--- src/rtl/div_ctrl.sv ---
// Sequencer for a restoring unsigned divider: steps the R:X:Y datapath through
// load, then WIDTH shift/test iterations, with a 4-phase go/done handshake.
module div_ctrl #(
  parameter int WIDTH = 4,
  parameter int CNT_W = 3
) (
  input  logic clk,
  input  logic rst,
  input  logic go,
  input  logic div_zero,
  input  logic r_lt_y,
  output logic ld_xy,
  output logic clr_r,
  output logic sl_rx,
  output logic ld_r,
  output logic set_q0,
  output logic busy,
  output logic done,
  output logic err
);

  typedef enum logic [2:0] {
    IDLE  = 3'd0,
    INIT  = 3'd1,
    SHIFT = 3'd2,
    TEST  = 3'd3,
    DONE  = 3'd4
  } state_t;

  localparam logic [CNT_W-1:0] LAST_ITER = CNT_W'(WIDTH);

  state_t           state_r, state_s;
  logic [CNT_W-1:0] cnt_r, cnt_s;
  logic             err_q_r, err_q_s;

  // State, iteration counter and divide-by-zero flag registers
  always_ff @(posedge clk or negedge rst) begin
    if (!rst) begin
      state_r <= IDLE;
      cnt_r   <= {CNT_W{1'b0}};
      err_q_r <= 1'b0;
    end else begin
      state_r <= state_s;
      cnt_r   <= cnt_s;
      err_q_r <= err_q_s;
    end
  end

  // Next-state logic and Moore decode of the datapath strobes
  always_comb begin
    state_s = state_r;
    cnt_s   = cnt_r;
    err_q_s = err_q_r;
    ld_xy   = 1'b0;
    clr_r   = 1'b0;
    sl_rx   = 1'b0;
    ld_r    = 1'b0;
    set_q0  = 1'b0;
    busy    = 1'b0;
    done    = 1'b0;
    err     = 1'b0;
    case (state_r)
      IDLE: begin
        if (go) begin
          if (div_zero) begin
            state_s = DONE;
            err_q_s = 1'b1;
          end else begin
            state_s = INIT;
            err_q_s = 1'b0;
          end
        end else begin
          state_s = IDLE;
        end
      end
      INIT: begin
        ld_xy   = 1'b1;
        clr_r   = 1'b1;
        busy    = 1'b1;
        cnt_s   = {CNT_W{1'b0}};
        state_s = SHIFT;
      end
      SHIFT: begin
        sl_rx   = 1'b1;
        busy    = 1'b1;
        state_s = TEST;
        // Saturate rather than wrap so a corrupted count can never run past WIDTH
        if (cnt_r != LAST_ITER) begin
          cnt_s = cnt_r + {{(CNT_W-1){1'b0}}, 1'b1};
        end else begin
          cnt_s = cnt_r;
        end
      end
      TEST: begin
        busy = 1'b1;
        // Subtract and record the quotient bit together when R >= Y
        if (!r_lt_y) begin
          ld_r   = 1'b1;
          set_q0 = 1'b1;
        end else begin
          ld_r   = 1'b0;
          set_q0 = 1'b0;
        end
        if (cnt_r == LAST_ITER) begin
          state_s = DONE;
        end else begin
          state_s = SHIFT;
        end
      end
      DONE: begin
        done = 1'b1;
        err  = err_q_r;
        if (go) begin
          state_s = DONE;
        end else begin
          state_s = IDLE;
        end
      end
      default: begin
        state_s = IDLE;
        cnt_s   = {CNT_W{1'b0}};
      end
    endcase
  end

endmodule

--- config.mk ---
export PLATFORM = sky130hd
export DESIGN_NAME = div_ctrl
export DESIGN_NICKNAME = d
export VERILOG_FILES = /design/src/rtl/div_ctrl.sv
export SDC_FILE = /design/constraint.sdc
export NUM_CORES = 1
export LEC_CHECK = 0
export BUFFER_PORTS_ARGS = -buffer_cell sky130_fd_sc_hd__buf_2
export CORE_AREA = 2 2 39 41
export CTS_CLUSTER_DIAMETER = 30
export DETAILED_ROUTE_END_ITERATION = 6
export DIE_AREA = 0 0 41 43
export GPL_ROUTABILITY_DRIVEN = 0
export GPL_TIMING_DRIVEN = 1
export MAX_ROUTING_LAYER = met4
export PLACE_DENSITY = 0.62
export REMOVE_ABC_BUFFERS = 1
export SYNTH_ARGS = -nofsm -noshare
export SYNTH_HDL_FRONTEND = slang
export SYNTH_SLANG_ARGS = --single-unit
--- constraint.sdc ---
create_clock -name clk -period 1.8 [get_ports clk]
set_input_delay 0.45 -clock clk [delete_from_list [all_inputs] [get_ports clk]]
set_output_delay 0.45 -clock clk [all_outputs]
set_load 0.01 [all_outputs]
==> qor.csv <==
stage;metric;value;unit
final_layout;utilization after layout;39.9;%
worst_setup_path;CP Cell Sequence;nor3b_1, buf_2;
place;area post-placement;518;um^2
grt;grt total ovfl;0;
sta;Slew Limit Fails;0;
routing;antenna-violating nets left;0;
floorplanning;row cnt;14;
grt;first-pass GRT wire length;1520;um
sta;hold slack final;0.0236;ns
floorplanning;Die ar.;0.00176;mm^2
yosys;flops & latches, synth;7;
routing;Vias/cell;5.27;
sta;fmax;0.583;GHz
clocking;later-pin clock latency in the skew report;0.25;ns
final_layout;diode count;0;
pwr;Pwr Total;0.910;mW
yosys;Yosys top cell area share;38.6;%
run;Max Cap Viol;0;
yosys;most frequent cells after synthesis;7 x dfrtp_1, 4 x nand2_1, 3 x inv_1, 3 x nor3_1;
sta;Final Hold Vio Count;0;
floorplanning;die width;41;um
floorplanning;Initial Util;32.8;%
clocking;Sink Count;7;
grt;largest net degree at the start of global routing;17;
final_layout;Layout Nets;69;
sta;final worst slack;0.0836;ns
clocking;H-tree levels;1;
sta;min cycle time layout;1.72;ns
worst_setup_path;Worst Path Arrival;1.27;ns
worst_setup_path;Crit path largest cell delay;0.54;ns
routing;first-iteration detailed-routing DRC count;4;
yosys;EDFF count, synth;0;
sta;RSZ-0062 raised after global routing;false;
final_layout;Design Area, Final;552;um^2
yosys;synthesized instance count;48;
yosys;count leader, synth;dfrtp_1;
sta;worst clock skew;0.00463;ns
clocking;clock-pin transition on the worst setup and hold timing paths;0.05;ns
sta;Tcrit/Tclk final;95.4;%
sta;final setup TNS;0;ns
grt;initial antenna violation count;0;
yosys;largest area contributor in the netlist;dfrtp_1;
worst_setup_path;CP Class;reg -> out;
final_layout;Non-Filler Instances;77;
yosys;Post-Syn Area;454;um^2
hold_path;Hold Crit Class;in -> async;
clocking;CTS tree;yes;
pwr;maximum vdd ir drop;0.788;mV
worst_setup_path;Crit. End Element;primary output;
worst_setup_path;Crit. Startpoint;state_r[2]$_DFF_PN0_;
clocking;Hold-fix buffers, CTS;0;
final_layout;# fillers;145;
final_layout;layout cell share with drive strength beyond 1;36.1;%
floorplanning;Core Area;0.00138;mm^2
floorplanning;Die Ht;43;um
routing;DRT Pass-1 Iters;2;
sta;worst-margin pin slew;0.469;ns
yosys;largest cells by area after synthesis;dfrtp_1 39%, ha_1 5.5%, nor3_1 3.3%;
yosys;Top FF cell, synth;dfrtp_1;
pwr;power per cell area;1650;mW/mm^2
floorplanning;# IOs;13;
final_layout;Area Overhead vs Synth;21.5;%
routing;vias post-DR;406;
routing;drt drc;0;
clocking;Root Buffer;clkbuf_4;
routing;total wire length;912;um
worst_setup_path;worst path required time;1.35;ns
outcome;outcome;finished, final reports clean;
grt;Total GRT Usage;13.9;%
routing;WL per Instance;11.8;um
grt;vias in the first global route;366;
place;dpl ws;0.343;ns
worst_setup_path;slowest CP cell;dfrtp_1;
yosys;Synth cell types;29;
worst_setup_path;r2r startpoint;state_r[2]$_DFF_PN0_;
sta;endpoints failing setup;0;
yosys;mean post-synth cell area;9.46;um^2
clocking;CTS Buf Count;3;
pwr;leakage power;0.264;nW
place;Cells after DPL;73;
yosys;Ys Warns;0;
worst_setup_path;Critical Path Start Type;register;
place;# port buffers;12;
worst_setup_path;Crit Path Max Fanout;16;
yosys;ys async rst share;100;%
yosys;sequential-to-total area share from yosys stat;38.6;%
sta;max-slew headroom at the worst pin;68.7;%
clocking;maximum clock path buffer count;2;
[final timing paths]
| check | to | cells past startpoint | slack, ns |
|---|---|---|---|
| hold reg to reg | err_q_r$_DFFE_PN0P_ | 2 | 0.48 |
| setup reg to reg | err_q_r$_DFFE_PN0P_ | 3 | 0.40 |
| hold / removal | err_q_r$_DFFE_PN0P_ | 1 | 0.02 |
| max in group asynchronous | state_r[1]$_DFF_PN0_ | 1 | 1.60 |
| min in group clk | state_r[2]$_DFF_PN0_ | 3 | 0.47 |
| setup / recovery | ld_xy | 2 | 0.08 |
[layout make-up]
| cell class | instances | area (um^2) | share of cell area (%) |
|---|---|---|---|
| clock buffers | 4 | 26.3 | 4.76 |
| repair buffers | 13 | 67.6 | 12.2 |
| flip-flops and latches | 7 | 178 | 32.2 |
| well taps | 16 | 20.0 | 3.63 |
| inverters | 3 | 11.3 | 2.04 |
| multi-input cells | 34 | 249 | 45.1 |
[worst max-delay path: cells and delay by family, from the launching register on]
family / cells / cell delay (ns)
buffers and inverters: 1 / 0.17
flip-flops: 1 / 0.54
AND/OR/NAND/NOR: 1 / 0.30
[routing by layer]
metal / global-route usage (%) / up-vias / share of wire, %
met5: - / - / 0
met1: 16.8 / 191 / 47
met3: 7.85 / 2 / 5.3
met2: 17.5 / 13 / 46
met4: 8.00 / 0 / 1.8
li1: - / 200 / -
[layout by cell type (no fill, tap or decap), types with 2 or more instances in the layout]
| cell type | n |
|---|---|
| o21a_1 | 2 |
| clkbuf_4 | 3 |
| buf_2 | 12 |
| nor3_1 | 3 |
| a21oi_1 | 2 |
| nor3b_1 | 2 |
| nand2_1 | 4 |
| o31ai_1 | 2 |
| inv_1 | 3 |
| dfrtp_2 | 2 |
| dfrtp_1 | 5 |
| ha_1 | 2 |
[registers in the layout, indices dropped and copies added, names as in the netlist]
register	count
state_r	3
err_q_r	1
cnt_r	3
[where the power goes]
part	internal [mW]	switching, mW
logic	0.220	0.219
registers	0.228	0.100
clock network	0.0846	0.0584
[cells by family (layout without fill, tap and decap cells)]
logic type      Yosys count  in the layout  synth area share (%)
simple gates             18             18                  24.5
compound gates           14             14                  23.7
flops                     7              7                  38.6
buf+inv                   7             20                  7.71
fa+ha+maj                 2              2                  5.51
[repair_timing]
action,CTS,global route
resized for setup,0,3
setup endpoints to repair,0,4
buffers inserted,0,0
Note: power is estimated with default switching activity, not from simulation.
